## src/rtl/block_scan_sequencer.sv

```systemverilog
// Block-order address sequencer: walks an N x N image in M x M blocks and issues raster addresses.
// Optional build macro STALL_CNT_EN adds stall_cnt/run_cnt performance counters.
module block_scan_sequencer #(
  parameter int ADDR_W = 20,
  parameter int SIZE_W = 10,
  parameter int LOGM_W = 3
) (
  input  logic              clk,
  input  logic              rst,
  input  logic              start,
  input  logic              abort,
  input  logic [SIZE_W-1:0] img_size,
  input  logic [LOGM_W-1:0] blk_log2,
  output logic [ADDR_W-1:0] addr,
  output logic              addr_valid,
  input  logic              addr_ready,
  output logic              blk_first,
  output logic              blk_last,
  output logic              image_done,
  output logic              busy,
  output logic              cfg_err
`ifdef STALL_CNT_EN
  ,
  output logic [31:0]       stall_cnt,
  output logic [31:0]       run_cnt
`endif
);

  localparam int BLK_W = 5;  // in-block coordinate, M <= 32
  localparam int SQ_W  = (2 * SIZE_W > ADDR_W + 1) ? 2 * SIZE_W : ADDR_W + 1;

  typedef enum logic [1:0] {IDLE, RUN, DONE} state_t;

  state_t            state;
  logic [BLK_W-1:0]  col, row, m_max;
  logic [SIZE_W-1:0] bcol, brow, nb_max;
  logic [ADDR_W-1:0] row_step, blk_step;

  // Config legality; the N*N check runs only at start, never per pixel.
  logic [SQ_W-1:0]   n_sq;
  logic [SIZE_W-1:0] low_mask;
  logic              cfg_ok;

  always_comb begin
    n_sq     = SQ_W'(img_size) * SQ_W'(img_size);
    low_mask = SIZE_W'((32'd1 << blk_log2) - 32'd1);
    cfg_ok   = (img_size != '0) &&
               (blk_log2 >= LOGM_W'(2)) && (blk_log2 <= LOGM_W'(5)) &&
               ((img_size & low_mask) == '0) &&
               (n_sq <= (SQ_W'(1) << ADDR_W));
  end

  logic              col_end, row_end, bcol_end, brow_end, last_px;
  logic [BLK_W-1:0]  nxt_col, nxt_row;
  logic [SIZE_W-1:0] nxt_bcol, nxt_brow;
  logic [ADDR_W-1:0] nxt_addr;

  // Incremental address step: +1 in a row, +N-M+1 at row end,
  // -(M-1)*N+1 at block end, +1 at strip end.
  always_comb begin
    col_end  = (col == m_max);
    row_end  = (row == m_max);
    bcol_end = (bcol == nb_max);
    brow_end = (brow == nb_max);
    last_px  = col_end && row_end && bcol_end && brow_end;
    nxt_col  = col;
    nxt_row  = row;
    nxt_bcol = bcol;
    nxt_brow = brow;
    nxt_addr = addr + ADDR_W'(1);
    if (!col_end) begin
      nxt_col = col + BLK_W'(1);
    end else begin
      nxt_col = '0;
      if (!row_end) begin
        nxt_row  = row + BLK_W'(1);
        nxt_addr = addr + row_step;
      end else begin
        nxt_row = '0;
        if (!bcol_end) begin
          nxt_bcol = bcol + SIZE_W'(1);
          nxt_addr = addr + blk_step;
        end else begin
          nxt_bcol = '0;
          nxt_brow = brow + SIZE_W'(1);
        end
      end
    end
  end

  // NOTE: sequential state uses non-blocking assignments so every register
  // samples pre-edge values regardless of statement order.
  always_ff @(posedge clk) begin
    if (!rst) begin
      state      <= IDLE;
      addr       <= '0;
      addr_valid <= 1'b0;
      blk_first  <= 1'b0;
      blk_last   <= 1'b0;
      image_done <= 1'b0;
      busy       <= 1'b0;
      cfg_err    <= 1'b0;
      col        <= '0;
      row        <= '0;
      bcol       <= '0;
      brow       <= '0;
      m_max      <= '0;
      nb_max     <= '0;
      row_step   <= '0;
      blk_step   <= '0;
    end else begin
      image_done <= 1'b0;
      cfg_err    <= 1'b0;
      case (state)
        IDLE: begin
          if (start && !abort) begin
            if (cfg_ok) begin
              state      <= RUN;
              addr       <= '0;
              addr_valid <= 1'b1;
              blk_first  <= 1'b1;
              blk_last   <= 1'b0;
              busy       <= 1'b1;
              col        <= '0;
              row        <= '0;
              bcol       <= '0;
              brow       <= '0;
              m_max      <= BLK_W'((32'd1 << blk_log2) - 32'd1);
              nb_max     <= (img_size >> blk_log2) - SIZE_W'(1);
              row_step   <= ADDR_W'(img_size) - ADDR_W'(32'd1 << blk_log2) + ADDR_W'(1);
              blk_step   <= ADDR_W'(1) - ((ADDR_W'(img_size) << blk_log2) - ADDR_W'(img_size));
            end else begin
              cfg_err <= 1'b1;
            end
          end
        end
        RUN: begin
          if (abort) begin
            state      <= IDLE;
            addr_valid <= 1'b0;
            blk_first  <= 1'b0;
            blk_last   <= 1'b0;
            busy       <= 1'b0;
          end else if (addr_valid && addr_ready) begin
            if (last_px) begin
              state      <= DONE;
              addr_valid <= 1'b0;
              blk_first  <= 1'b0;
              blk_last   <= 1'b0;
              image_done <= 1'b1;
            end else begin
              addr      <= nxt_addr;
              col       <= nxt_col;
              row       <= nxt_row;
              bcol      <= nxt_bcol;
              brow      <= nxt_brow;
              blk_first <= (nxt_col == '0) && (nxt_row == '0);
              blk_last  <= (nxt_col == m_max) && (nxt_row == m_max);
            end
          end
        end
        default: begin
          state <= IDLE;
          busy  <= 1'b0;
        end
      endcase
    end
  end

`ifdef STALL_CNT_EN
  always_ff @(posedge clk) begin
    if (!rst) begin
      stall_cnt <= '0;
      run_cnt   <= '0;
    end else if (state == IDLE && start && !abort && cfg_ok) begin
      stall_cnt <= '0;
      run_cnt   <= '0;
    end else if (state == RUN) begin
      if (run_cnt != '1) run_cnt <= run_cnt + 32'd1;
      if (addr_valid && !addr_ready && stall_cnt != '1) stall_cnt <= stall_cnt + 32'd1;
    end
  end
`endif

endmodule

```

## config.mk

```make
export PLATFORM = sky130hd
export DESIGN_NAME = block_scan_sequencer
export DESIGN_NICKNAME = d
export VERILOG_FILES = /design/src/rtl/block_scan_sequencer.sv
export SDC_FILE = /design/constraint.sdc
export NUM_CORES = 1
export LEC_CHECK = 0
export ABC_AREA = 1
export CAP_MARGIN = 30
export CORE_ASPECT_RATIO = 1.4
export CORE_MARGIN = 8
export CORE_UTILIZATION = 38
export CTS_CLUSTER_SIZE = 14
export DETAILED_ROUTE_END_ITERATION = 8
export GPL_TIMING_DRIVEN = 0
export PLACE_DENSITY_LB_ADDON = 0.2
export SLEW_MARGIN = 20
export SYNTH_ARGS = -nofsm -noshare
export SYNTH_HDL_FRONTEND = slang
export SYNTH_SLANG_ARGS = --single-unit
```

## constraint.sdc

```tcl
create_clock -name clk -period 4.15 [get_ports clk]
set_input_delay 0.83 -clock clk [delete_from_list [all_inputs] [get_ports clk]]
set_output_delay 0.83 -clock clk [all_outputs]
set_load 0.01 [all_outputs]
```

### Word level (Yosys, flattened, before mapping)

Cells that the tools add are included.

* logic and storage cells: 150
* bits of input ports: 18
* bits in writable memories: 0
* latch bits: 0
* bits in read-only memories: 0
* bits in registers: 113
* memories kept: 0

* multiply operators: 1
* shift operators: 3
* $lt $le $gt $ge: 3
* equal/unequal tests: 18
* add/sub/neg operators: 13
* div/mod/pow operators: 0
* bitwise operators: 4
* reduce and logical (&&, ||, !) cells: 28
* muxes and demuxes: 64

Operator list (number)
* 20-bit 2-to-1 mux: 8
* 10-bit 2-to-1 mux: 14
* 5-bit 2-to-1 mux: 11
* 20-bit by 1-bit adder with 20-bit output (second input constant): 2
* 20-bit adder: 2
* 10-bit one-hot mux with 2 select lines: 2
* 20-bit one-hot mux with 2 select lines: 1
* 20-bit by 21-bit less-or-equal comparator with 1-bit output (second input constant): 1
* 10-bit by 1-bit adder with 10-bit output (second input constant): 2
* 10-bit equality test: 2
* 5-bit equality test: 4
* 10-bit by 10-bit multiplier with 20-bit output: 1
* 5-bit one-hot mux with 2 select lines: 2
* 1-bit by 3-bit << shifter with 20-bit output (first input constant): 1
* 10-bit by 3-bit << shifter with 20-bit output: 1
* 1-bit by 20-bit subtractor with 20-bit output (first input constant): 1
* 10-bit by 1-bit subtractor with 10-bit output (second input constant): 2
* 10-bit by 20-bit subtractor with 20-bit output: 1
* 20-bit by 10-bit subtractor with 20-bit output: 1
* 2-bit inequality test (second input constant): 9
* 1-bit 2-to-1 mux: 16
* 1-bit logical AND: 11
* 5-bit by 1-bit adder with 5-bit output (second input constant): 2
* 10-bit AND: 1
* 22 further kinds: 36

### Depth between registers and ports, before layout

* depth in word-level cells: 9
* gate-level depth with buffers: 25

### Worst setup path before layout

No wires, ideal clock.

* kind: input port to flip-flop
* start point: in blk_log2[0]
* end point: reg blk_step[12]
* cell stages on the path: 20
* setup slack: 456 ps
* buffers on the path: 3
* arrival: 3586 ps
* setup time: 109 ps
* path through: buf_4 buf_2 buf_2 nor2_1 a21oi_1 nand2_1 o21ai_0 or2_2 ha_1 ha_1 nand4_1 o211ai_1 nand2_1 o21ai_0 nand2_1 nand2_1 xor2_1 nand2_1 nand2_1 inv_1

* word-level cells in the longest chain between the ends: 7
* elaborated cells on any way between the ends: 14

Ends and longest elaborated chain
* start: declaration: RTL line 13 `input logic [LOGM_W-1:0] blk_log2,`
* parallel branches: the longest is 7 deep, another holds 20-bit by 10-bit subtractor with 20-bit output
* end signal: assignment: RTL line 131 `blk_step <= ADDR_W'(1) - ((ADDR_W'(img_size) << blk_log2) - ADDR_W'(img_size));`
* end: declaration: RTL line 37 `logic [ADDR_W-1:0] row_step, blk_step;`

Several ways; the timed one is not identified.
A chain may end at the register's enable or synchronous reset.

### Worst setup path in the final report

* start point: in blk_log2[2]
* end point: reg blk_step[15]

Same word-level chain as after synthesis.

==> reports/qor.yml <==
start_util_pct: 38.30
cts.repair.resized: 0
synth_mux_area_share_pct: 0
core-area_sq_mm: 0.02739
seqPwrFrac_pct: 38.1
outcome: "finished, final reports clean"
finalSetupViolations: 0
antenna_left: 0
pin_count: 44
antenna_found_initial: 0
core.rowCount: 72
dp_hpwl_microns: 30180
fill_cells: 3030
num_vias: 11090
ys_dominant_reg_cell: "dfxtp_1"
nNetsFinal: 1847
min_path_cells: 2
p_per_area_mw_per_mm2: 248.8
cts-root-buf: "clkbuf_16"
intPower_uw: 1905
min_period_over_period_pct: 93.37
finalWorstPathRequiredPeriod_ns: 3.875
grt_use_total_pct: 22.41
tritoncts: "yes"
async_flop_share_pct: 0
regArea_sq_mm: 0.002242
numCtsBuffers: 9
combPwrFrac_pct: 27.4
finalWirelength_microns: 36890
antennaDiodeCount: 0
timing.slew.headroom_pct: 37.26
syn_area_per_cell_sq_um: 6.203
wl_per_cell_microns: 17.43
grt_max_degree: 20
netlist_top_cells_area: "dfxtp_1 21%, nand2_1 16%, ha_1 9.9%, a21oi_1 7.4%, nor2_1 6.2%"
synthSimpleGateAreaFrac_pct: 35.34
post_synth_num_cell_types: 52
route.detailed.drc: 0
synthAdderAreaFrac_pct: 10.66
die_h_microns: 212.6
synth_edf_count: 0
ys_ff_latch: 112
drive_gt1_share_pct: 5.781
ir_drop_v: 0.0002214
viasPerCell: 5.238
cp-end-kind: "flop"
ys_warn_count: 0
synth_top_family_by_area: "simple AND/OR/NAND/NOR gates"
start_kind: "input port"
cp_max_fo: 10
fmax_mhz: 258.1
synthCells: 1691
clock_skew_ns: 0.01302
p_clk_share_pct: 34.5
place_congestion: 0.9529
netlist_area_sq_mm: 0.01049
clkTransAtPathRegs_ns: 0.09
total_power_uw: 2913
r2r-start: "row[0]$_SDFFE_PN0P_"
switching_share_pct: 34.61
first_pass_iters: 7
power.switching_uw: 1008
worst_hold_path.endpoint: "row_step[18]$_SDFFE_PN0P_"
clkLatencyLatePin_ns: 0.38
p_leak_uw: 0.005373
path_class: "input port to flop"
drtIter0Drc: 684
tns_ns: 0
max_cap_violations: 0
cts_setup_buffers: 0
io_buffers: 40
rrSetupSlack_ns: 1.37
synth-compound-area-share_pct: 17.32
min_path_type: "flop to flop"
grt_pass1_wl_microns: 57770
maxSlewViolCount: 0
hold_ws_ns: 0.4649
netlist.area_leader.share_pct: 21.37
syn2layout_area_growth_pct: 11.59
clock_tree.buffer_depth: 2
ys_seq_area_share_pct: 21.37
placedCellCount: 2101
r2r_cells: 12
synth.net_count: 1796
synthXorXnorAreaFrac_pct: 5.928
clock_sink_count: 112
grt_pass1_vias: 10770
final_cells: 2117
multiInputGateArea_sq_mm: 0.007264
cts_hold_buf: 0
rsz0062_at_grt: "false"
worst_pin_slew_ns: 0.9411
synth_top_area_cell: "dfxtp_1"
grt_overflow_total: 0
critPathRequiredTime_ns: 4.42
die_x_microns: 156.4
die_area_sq_mm: 0.03325
htree_num_levels: 3
worstReg2RegEnd: "addr[6]$_SDFFE_PN0P_"
cp_data_arrival_time_ns: 4.15
hold_start: "row_step[18]$_SDFFE_PN0P_"
finalHoldViolCount: 0
## cell families (layout without fill, tap and decap cells)
kind of cell | Yosys count | in the layout
simple gates | 854 | 854
compound gates | 325 | 325
flops | 112 | 112
xor+xnor | 71 | 71
fa+ha+maj | 87 | 87
buf+inv | 242 | 298
## area by class of cell
cell class	count	share of cell area [%]
multi-input combinational	1337	62.06
buffer	48	2.148
inverter	194	6.253
clock buffer	10	2.041
sequential	112	19.15
clock inverter	6	0.8658
timing repair buffer	40	3.527
tap	370	3.955
## synth_stat cells (all sizes together) (4+ instances only)
cell type,n
o21ai,102
xor2,49
nand3,129
dfxtp,112
nand3b,12
nor4,6
o211ai,6
xnor2,22
o21a,7
nor3,23
inv,193
o21bai,10
a31oi,6
fa,4
a21boi,4
a211oi,6
nor2,184
ha,83
nand2,461
clkbuf,20
a21oi,165
and2,8
o22ai,6
nand4,25
buf,28
a21o,8
## layer usage
metal  GRT usage (%)  wire (microns)  up-vias
li1                -               -     5666
met1           25.66           15450     5066
met2           41.17           18600      281
met3           2.055            1431       75
met4           10.20            1411        0
met5               0               0        -
## layout by cell type (no fill, tap or decap), drive strengths merged, types with 2 or more instances in the layout
cell type      netlist  final
a31oi                6      6
o22ai                6      6
nand3              129    129
dlymetal6s2s         0      5
bufinv               0      2
a21oi              165    165
clkinv               1      2
xnor2               22     22
nand3b              12     12
dfxtp              112    112
o21a                 7      7
nor2               184    184
ha                  83     83
a21o                 8      8
buf                 28     28
o21bai              10     10
clkdlybuf4s50        0     35
nand2              461    461
clkbuf              20     30
and3                 2      2
inv                193    195
o21ai              102    102
a31o                 2      2
nor4                 6      6
fa                   4      4
or2                  3      3
nand4               25     25
nor3                23     23
a21boi               4      4
xor2                49     49
and2                 8      8
o211ai               6      6
a211oi               6      6
## power groups by stage
stage	sequential (uW)	clock, uW	combinational (uW)
finish	1110	1010	797
global route	1110	1060	884
CTS	1110	1020	795
detailed placement	1140	0	790
global placement	1140	0	788
floorplan	1130	0	546
## worst max path at each step
| stage | from | endpoint | depth (start not counted) |
|---|---|---|---|
| after floorplan | blk_log2[0] | blk_step[12]$_SDFFE_PN0P_ | 20 |
| after global placement | img_size[2] | blk_step[15]$_SDFFE_PN0P_ | 21 |
| after detailed placement | img_size[2] | blk_step[15]$_SDFFE_PN0P_ | 21 |
| after CTS | img_size[2] | blk_step[15]$_SDFFE_PN0P_ | 21 |
| after global routing | blk_log2[0] | blk_step[15]$_SDFFE_PN0P_ | 23 |
| final | blk_log2[2] | blk_step[15]$_SDFFE_PN0P_ | 22 |
## stage by stage
stage	utilization (%)	area, sq um	setup WS, ns
floorplan	-	10490	0.4557
global placement	41.46	11350	-0.3366
detailed placement	41.46	11350	-0.3653
CTS	42.70	11690	0.01443
global route	42.74	11710	0.02261
finish	42.74	11710	0.2752
## sequential cells by signal (all words and copies together), names as in the netlist, 2 cells and up
name,count
row_step,19
nb_max,10
state,2
col,5
row,5
blk_step,20
bcol,10
addr,20
brow,10
m_max,5
## worst max-delay path: stages
cell,delay (ns)
clkdlybuf4s50_1,0.44
buf_4,0.19
nor2_4,0.19
inv_1,0.10
nor2_1,0.12
ha_1,0.23
inv_1,0.06
ha_1,0.21
inv_1,0.09
fa_1,0.39
nand3b_1,0.17
nand2_1,0.13
nand2_1,0.06
nand3_1,0.09
and2_1,0.15
nand2_1,0.07
nand2_1,0.10
nand2_1,0.10
o21ai_0,0.16
nand3_1,0.14
nand2_1,0.09
inv_1,0.03
Note: power is estimated with default switching activity, not from simulation.
